===== config.mk =====
export PLATFORM = sky130hd
export DESIGN_NAME = stepper_pos_ctrl
export DESIGN_NICKNAME = d
export VERILOG_FILES = /design/src/rtl/stepper_pos_ctrl.sv
export SDC_FILE = /design/constraint.sdc
export NUM_CORES = 1
export LEC_CHECK = 0
export ABC_CLOCK_PERIOD_IN_PS = 7690
export BUFFER_PORTS_ARGS = -buffer_cell sky130_fd_sc_hd__buf_4
export CAP_MARGIN = 0
export CORE_MARGIN = 2
export CORE_UTILIZATION = 60
export CTS_CLUSTER_DIAMETER = 80
export CTS_CLUSTER_SIZE = 8
export DETAILED_ROUTE_END_ITERATION = 10
export GPL_TIMING_DRIVEN = 1
export PLACE_DENSITY = 0.84
export SLEW_MARGIN = 20
export SYNTH_ARGS = -nofsm -noshare
export SYNTH_HDL_FRONTEND = slang
export SYNTH_SLANG_ARGS = --single-unit

===== constraint.sdc =====
create_clock -name CLOCK_50 -period 7.69 [get_ports CLOCK_50]
set_input_delay 0.769 -clock CLOCK_50 [delete_from_list [all_inputs] [get_ports CLOCK_50]]
set_output_delay 0.769 -clock CLOCK_50 [all_outputs]
set_load 0.03 [all_outputs]

===== src/rtl/stepper_pos_ctrl.sv =====
// Trapezoidal-profile position scheduler for a 2-phase stepper: 8-bit target in, coil phase/enable out.
// Optional build macro STEPPER_HOLD_EN keeps the coils energised in IDLE once the first move has started.
module stepper_pos_ctrl #(
  parameter int TICK_DIV     = 1024,
  parameter int MAX_PER      = 64,
  parameter int MIN_PER      = 8,
  parameter int ACC          = 4,
  parameter int DEADBAND     = 1,
  parameter int SETTLE_TICKS = 256
) (
  input  logic       CLOCK_50,
  input  logic       RESET_N,
  input  logic [7:0] target,
  input  logic       target_valid,
  input  logic       enable,
  output logic [1:0] phase,
  output logic       coil_en,
  output logic       dir,
  output logic       step,
  output logic [7:0] pos,
  output logic       busy,
  output logic       at_target,
  output logic [2:0] dbg_state
);
  localparam int RAMP_MAX = (MAX_PER - MIN_PER) / ACC;
  localparam int DW = $clog2(TICK_DIV);
  localparam int PW = $clog2(MAX_PER + ACC + 1);
  localparam int RW = $clog2(RAMP_MAX + 2);
  localparam int SW = $clog2(SETTLE_TICKS + 1);
  localparam logic [DW-1:0] DIV_LAST = DW'(TICK_DIV - 1);
  localparam logic [PW-1:0] P_MAX    = PW'(MAX_PER);
  localparam logic [PW-1:0] P_MIN    = PW'(MIN_PER);
  localparam logic [PW-1:0] P_ACC    = PW'(ACC);
  localparam logic [PW-1:0] P_ONE    = PW'(1);
  localparam logic [SW-1:0] S_LAST   = SW'(SETTLE_TICKS - 1);
  localparam logic [7:0]    DB       = 8'(DEADBAND);

  typedef enum logic [2:0] {S_IDLE, S_ACCEL, S_CRUISE, S_DECEL, S_SETTLE} state_t;

  state_t        r_state, w_nxt;
  logic [DW-1:0] r_presc;
  logic [PW-1:0] r_cnt, r_per;
  logic [RW-1:0] r_ramp;
  logic [SW-1:0] r_settle;
  logic [7:0]    r_pos, r_tgt, w_rem, w_ramp8;
  logic [1:0]    r_phase, w_phase_nxt;
  logic          r_dir, r_step;
  logic          w_tick, w_moving, w_opp, w_expire, w_step;

  assign w_tick   = (r_presc == DIV_LAST);
  assign w_rem    = (r_tgt >= r_pos) ? (r_tgt - r_pos) : (r_pos - r_tgt);
  assign w_ramp8  = 8'(r_ramp);
  assign w_opp    = r_dir ? (r_tgt < r_pos) : (r_tgt > r_pos);
  assign w_moving = (r_state == S_ACCEL) || (r_state == S_CRUISE) || (r_state == S_DECEL);
  assign w_expire = w_moving && w_tick && ((r_cnt + P_ONE) == r_per);
  // An expired interval only moves the shaft toward the target; with the target
  // behind us the interval still elapses so the ramp winds down in place.
  assign w_step   = w_expire && (w_rem != 8'd0) && !w_opp;
  assign w_phase_nxt = r_dir ? {r_phase[0], ~r_phase[1]} : {~r_phase[0], r_phase[1]};

  always_comb begin
    w_nxt = r_state;
    case (r_state)
      S_IDLE:   if (enable && (w_rem > DB)) w_nxt = S_ACCEL;
      S_ACCEL: begin
        if (w_rem == 8'd0)                              w_nxt = S_SETTLE;
        else if ((w_rem <= w_ramp8) || w_opp || !enable) w_nxt = S_DECEL;
        else if (r_per == P_MIN)                        w_nxt = S_CRUISE;
      end
      S_CRUISE: begin
        if (w_rem == 8'd0)                              w_nxt = S_SETTLE;
        else if ((w_rem <= w_ramp8) || w_opp || !enable) w_nxt = S_DECEL;
      end
      S_DECEL: begin
        if (w_rem == 8'd0)                                   w_nxt = S_SETTLE;
        else if (r_ramp == '0)                               w_nxt = enable ? S_ACCEL : S_SETTLE;
        else if (enable && !w_opp && (w_rem > w_ramp8))      w_nxt = S_ACCEL;
      end
      S_SETTLE: if (w_tick && (r_settle == S_LAST)) w_nxt = S_IDLE;
      default:  w_nxt = S_IDLE;
    endcase
  end

  always_ff @(posedge CLOCK_50 or negedge RESET_N) begin
    if (!RESET_N) begin
      r_state  <= S_IDLE;
      r_presc  <= '0;
      r_cnt    <= '0;
      r_per    <= P_MAX;
      r_ramp   <= '0;
      r_settle <= '0;
      r_pos    <= 8'd0;
      r_tgt    <= 8'd0;
      r_phase  <= 2'b00;
      r_dir    <= 1'b0;
      r_step   <= 1'b0;
    end else begin
      r_state <= w_nxt;
      r_step  <= w_step;
      r_presc <= w_tick ? '0 : (r_presc + DW'(1));
      if (target_valid) r_tgt <= target;
      if (w_step) begin
        r_pos   <= r_dir ? (r_pos + 8'd1) : (r_pos - 8'd1);
        r_phase <= w_phase_nxt;
      end
      if (w_moving && w_tick) r_cnt <= w_expire ? '0 : (r_cnt + P_ONE);
      if (w_expire) begin
        case (r_state)
          S_ACCEL: if (w_step && (r_per > P_MIN)) begin
            r_per  <= r_per - P_ACC;
            r_ramp <= r_ramp + RW'(1);
          end
          S_DECEL: begin
            r_per <= ((r_per + P_ACC) >= P_MAX) ? P_MAX : (r_per + P_ACC);
            if (r_ramp != '0) r_ramp <= r_ramp - RW'(1);
          end
          default: ;
        endcase
      end
      if ((r_state == S_IDLE) && (w_nxt == S_ACCEL)) begin
        r_dir  <= (r_tgt > r_pos);
        r_per  <= P_MAX;
        r_ramp <= '0;
        r_cnt  <= '0;
      end
      // Reversal: direction flips only once the ramp has fully unwound.
      if ((r_state == S_DECEL) && (w_nxt == S_ACCEL) && w_opp) r_dir <= ~r_dir;
      if ((w_nxt == S_SETTLE) && (r_state != S_SETTLE)) r_settle <= '0;
      else if ((r_state == S_SETTLE) && w_tick)         r_settle <= r_settle + SW'(1);
    end
  end

`ifdef STEPPER_HOLD_EN
  logic r_held;
  always_ff @(posedge CLOCK_50 or negedge RESET_N) begin
    if (!RESET_N)               r_held <= 1'b0;
    else if (r_state != S_IDLE) r_held <= 1'b1;
  end
  assign coil_en = (r_state != S_IDLE) || r_held;
`else
  assign coil_en = (r_state != S_IDLE);
`endif

  assign phase     = r_phase;
  assign dir       = r_dir;
  assign step      = r_step;
  assign pos       = r_pos;
  assign busy      = (r_state != S_IDLE);
  assign at_target = (r_pos == r_tgt);
  assign dbg_state = r_state;
endmodule


Yosys cells after proc, flatten, opt, wreduce, memory -nomap -nowiden. Index checks and enable logic that the tools add are counted.

Register bits after elaboration: 60. Bits of input ports: 12. Output and inout bits: 18.

Add/subtract/negate cells: 11. Magnitude comparators: 8. Eq/ne operators: 14. Mux-type cells: 34. Bitwise gates (word level): 3. Reductions and logical operators: 33.

Operator list (count): 7-bit 2-to-1 mux (7); 3-bit 2-to-1 mux (11); 9-bit 2-to-1 mux (2); 4-bit 2-to-1 mux (4); 8-bit 2-to-1 mux (2); 8-bit subtractor (2); 3-bit case mux with 5 select lines (1); 1-bit logical AND (14); 7-bit case mux with 2 select lines (1); 10-bit by 1-bit adder with 10-bit output (second input constant) (1); 10-bit == test (second input constant) (1); 10-bit 2-to-1 mux (1); 9-bit by 1-bit adder with 9-bit output (second input constant) (1); 9-bit by 8-bit == test with 1-bit output (second input constant) (1); 8-bit by 1-bit adder with 8-bit output (second input constant) (1); 8-bit == test (1); 8-bit >= comparator (1); 8-bit by 1-bit greater-than comparator with 1-bit output (second input constant) (1); 8-bit by 4-bit greater-than comparator with 1-bit output (1); 8-bit greater-than comparator (1); 8-bit by 4-bit less-or-equal comparator with 1-bit output (1); 8-bit zero test (1); 8-bit < comparator (1); 4-bit case mux with 2 select lines (1); other kinds (28) (44).

Longest topological paths before layout.
Depth in word-level cells: 13. Depth in mapped cells: 19. Depth with buffers taken out: 19.

Worst setup path before layout. OpenSTA, ideal clock, no wires.

Kind: flip-flop to flip-flop. Start: reg r_pos[0], in the netlist pos[0]. End: reg r_dir, in the netlist dir. Setup time: 0.128 ns. Arrival: 4.114 ns. Slack: 3.449 ns. Cell stages (with the launch flop): 19. Path buffers: 0. Period minus slack after synthesis: 4.241 ns. Cell sequence: dfrtp_1 ha_1 inv_1 fa_1 a211oi_4 o21ai_2 a21oi_1 mux2_2 ha_1 nor2b_1 o21ai_0 nand2b_1 a21oi_1 a41o_1 a21oi_2 a221oi_2 o211ai_1 a21oi_1 mux2_1.

Longest elaborated chain between the ends: 13. Elaborated cells between the ends (all ways): 33. Classes of those cells: add/sub (2); order compare (6); eq/ne (1); mux (13); reduce/logical (11).

RTL lines: start: declaration (line 45) `logic [7:0] r_pos, r_tgt, w_rem, w_ramp8;`; start signal: assignment (line 103) `r_pos <= r_dir ? (r_pos + 8'd1) : (r_pos - 8'd1);`; branches (longest 13 deep; another with 8-bit subtractor); end signal: assignment (line 121) `r_dir <= (r_tgt > r_pos);`; end signal: assignment (line 127) `if ((r_state == S_DECEL) && (w_nxt == S_ACCEL) && w_opp) r_dir <= ~r_dir;`; end: declaration (line 47) `logic r_dir, r_step;`.

Several ways; the timed one is not identified. The select of a mux whose other input is x is not followed. A chain may end at the register's enable or synchronous reset.

Worst setup path after layout. Same ends and word-level chain as after synthesis.

==> run summary <==
Final Hold Vio Count = 0
Reg2Reg Depth = 18
Number of CTS-inserted buffers = 9
Syn avg cell area = 8.633 µm²
Drt pass-1 iters = 5
# diodes = 0
Worst setup startpoint = pos[0]
Peak supply drop = 136.1 µV
Crit path arrival time = 4.69 ns
Post CTS Setup Buffer Count = 0
Placement row count = 30
CTS clk-pin slew, worst paths = 0.07 ns
Io pins = 30
Worst Tran Pin Value = 0.7341 ns
Share of cells above drive strength 1 = 11.24%
Multiplexer share of the synthesized area = 1.484%
TritonCTS clock tree = built
Synth Area in Simple Gates = 18.74%
Clock Skew = 0.009471 ns
Initial core utilization = 62.59%
Crit end category = flop
WL final = 9483 µm
Vias/cell = 5.865
Initial antenna violation count = 0
Launch instance of the worst register-to-register path = pos[0]
Post-Syn Area = 4299 µm²
Global route overflow = 0
Total track usage = 26.35%
Post-CTS Hold Buffers = 0
Initial drt markers = 258
First-pass GRT wire length = 16170 µm
Max-Cap Viols = 0
Core area = 6869 µm²
YS warnings = 0
Sequential share of the synthesized area = 33.79%
Crit path time final = 4.465 ns
Clk Latency, worst-skew pair = 0.34 ns
Worst Path Required = 7.91 ns
CTS resizes = 0
Post-Syn Instances = 498
Final Wtd Congestion = 0.8859
Routed wire length per instance = 15.27 µm
Final setup TNS = 0 ns
Worst setup SP type = flop
FF-to-FF setup slack = 3.23 ns
# port buffers = 29
Maximum net fanout on the critical path = 6
Crit Path Class = flop to flop
Slew headroom = 51.06%
Chip height = 88.65 µm
H-tree depth = 3
Clk buf depth = 2
Post-detail-place hpwl = 7055 µm
Clock root buffer = clkbuf_8
Largest family of logic cells by synthesized area = compound AO/OA/AOI/OAI gates
Leak pwr = 0.002179 µW
Post-synth ARST share = 100.0%
Vias post-DR = 3642
Die area = 7858 µm²
Clock sink total = 58
Die outline width = 88.65 µm
DRC viols = 0
Slew Limit Fails = 0
XOR/XNOR share of the synthesized area = 8.149%
Setup violators final = 0
Final worst path period share = 58.06%
Largest net degree at the start of global routing = 59
# nets final = 572
Post-Synth Adder-Cell Area = 12.05%
Number of synthesized flops with an enable pin = 0
Final ANT Viol Nets = 0
Synth Area in Compound Gates = 20.23%
Status = finished, final reports clean
Fmax = 224.0 MHz
Crit path to = dir
Min-Delay Path Class = flop to flop
Area Growth Syn to Fin = 10.36%
Post-layout util = 69.07%
Vias in the first global route = 3483
RSZ-0062 raised after global routing = no
Main synth FF type = dfrtp_1
Worst hold slack = 0.4788 ns
Flops & latches, synth = 58
Pwr/cell area = 237.5 nW/µm²
R2r endpoint = dir
Post-synthesis cell type count = 63
Mapped Nets = 549
-- cells by family after synthesis --
group           Yosys count
compound gates          127
simple gates            171
buf+inv                  57
fa+ha+maj                39
xor+xnor                 40
mux                       6
flops                    58
-- Yosys cell counts, types with 5 or more instances --
cell / number / area, µm²
inv_1: 39 / 146.4
a21o_1: 5 / 37.54
clkbuf_1: 9 / 33.78
nand2b_1: 5 / 31.28
nor2_1: 61 / 229.0
a211oi_1: 8 / 60.06
dfrtp_1: 57 / 1426
nor3_1: 9 / 45.04
xnor2_1: 24 / 210.2
o21ai_0: 31 / 155.2
a21oi_1: 27 / 135.1
o21ai_1: 10 / 50.05
nand3_1: 16 / 80.08
xor2_1: 16 / 140.1
ha_1: 35 / 437.9
buf_2: 5 / 25.02
nand2_1: 42 / 157.7
and3_1: 7 / 43.79
o31ai_1: 6 / 45.04
nor2b_1: 5 / 31.28
nand4_1: 10 / 62.56
-- where the power goes --
part	total (µW)	switching, µW	internal (µW)
clock	281	125	155
combinational	450	274	177
sequential	396	60.4	335
-- area by class of cell --
class                   instances  area (µm²)
multi-input cells             383        2608
repair buffers                 30       225.2
flip-flops and latches         58        1453
clock buffers                  10       137.6
clock inverters                 5       55.05
inverters                      39       146.4
well taps                      96       120.1
fillers                       540        2125
-- worst max-delay path, stage by stage (launching register included) --
cell	delay, ns
dfrtp_1	0.47
ha_1	0.21
inv_1	0.06
fa_1	0.47
a211oi_4	0.33
o21ai_2	0.13
a21oi_1	0.35
mux2_2	0.39
ha_1	0.28
nor2b_1	0.14
o21ai_0	0.16
nand2b_1	0.08
a21oi_1	0.16
a41o_1	0.13
a21oi_2	0.08
a221oi_2	0.28
o211ai_1	0.12
a21oi_1	0.18
mux2_1	0.33
-- flip-flops by register name, indices dropped and copies added, names as in the netlist --
| register | flops |
|---|---|
| r_tgt | 8 |
| r_settle | 9 |
| dbg_state | 3 |
| phase | 2 |
| dir | 1 |
| r_ramp | 4 |
| pos | 8 |
| r_presc | 10 |
| r_per | 5 |
| r_cnt | 7 |
| step | 1 |
-- cells in the final DEF, fill, tap and decap left out, types with 3 or more instances in the layout --
| cell | n |
|---|---|
| nor2_1 | 61 |
| dfrtp_1 | 57 |
| nand2_1 | 42 |
| inv_1 | 39 |
| ha_1 | 35 |
| o21ai_0 | 31 |
| buf_4 | 30 |
| a21oi_1 | 27 |
| xnor2_1 | 24 |
| nand3_1 | 16 |
| xor2_1 | 16 |
| nand4_1 | 10 |
| o21ai_1 | 10 |
| clkbuf_8 | 10 |
| nor3_1 | 9 |
| a211oi_1 | 8 |
| and3_1 | 7 |
| o31ai_1 | 6 |
| a21o_1 | 5 |
| nand2b_1 | 5 |
| nor2b_1 | 5 |
| and2_1 | 4 |
| o21bai_1 | 4 |
| fa_1 | 4 |
| or3_1 | 3 |
| mux2i_1 | 3 |
| nor4_1 | 3 |
| o221ai_1 | 3 |
-- per-stage QoR --
stage / cells / total power (µW) / worst slack (ns) / instance area [µm²]
finish: 621 / 1127 / 3.225 / 4745
floorplan: 498 / 734.7 / 3.449 / 4299
CTS: 621 / 1125 / 3.207 / 4745
global route: 621 / 1200 / 2.852 / 4745
detailed placement: 606 / 841.3 / 3.246 / 4552
global placement: 606 / 823.4 / 3.471 / 4552
-- per-layer routing --
| metal | vias to the layer above | global-route usage (%) | wire length (µm) |
|---|---|---|---|
| met4 | 0 | 8.402 | 138 |
| met2 | 90 | 42.27 | 4501 |
| met5 | - | 0 | 0 |
| met1 | 1743 | 36.50 | 4376 |
| met3 | 19 | 4.478 | 466 |
| li1 | 1790 | - | - |
-- worst min-delay path by stage --
stage | end | from | cells past startpoint | slack (ns)
global placement | r_presc[6] | r_presc[6] | 1 | 0.46
floorplan | r_presc[6] | r_presc[6] | 1 | 0.44
finish | r_presc[0] | r_presc[0] | 1 | 0.48
CTS | r_presc[0] | r_presc[0] | 1 | 0.48
detailed placement | r_presc[0] | r_presc[0] | 1 | 0.48
global route | r_presc[6] | r_presc[6] | 1 | 0.50
Note: power is estimated with default switching activity, not from simulation.
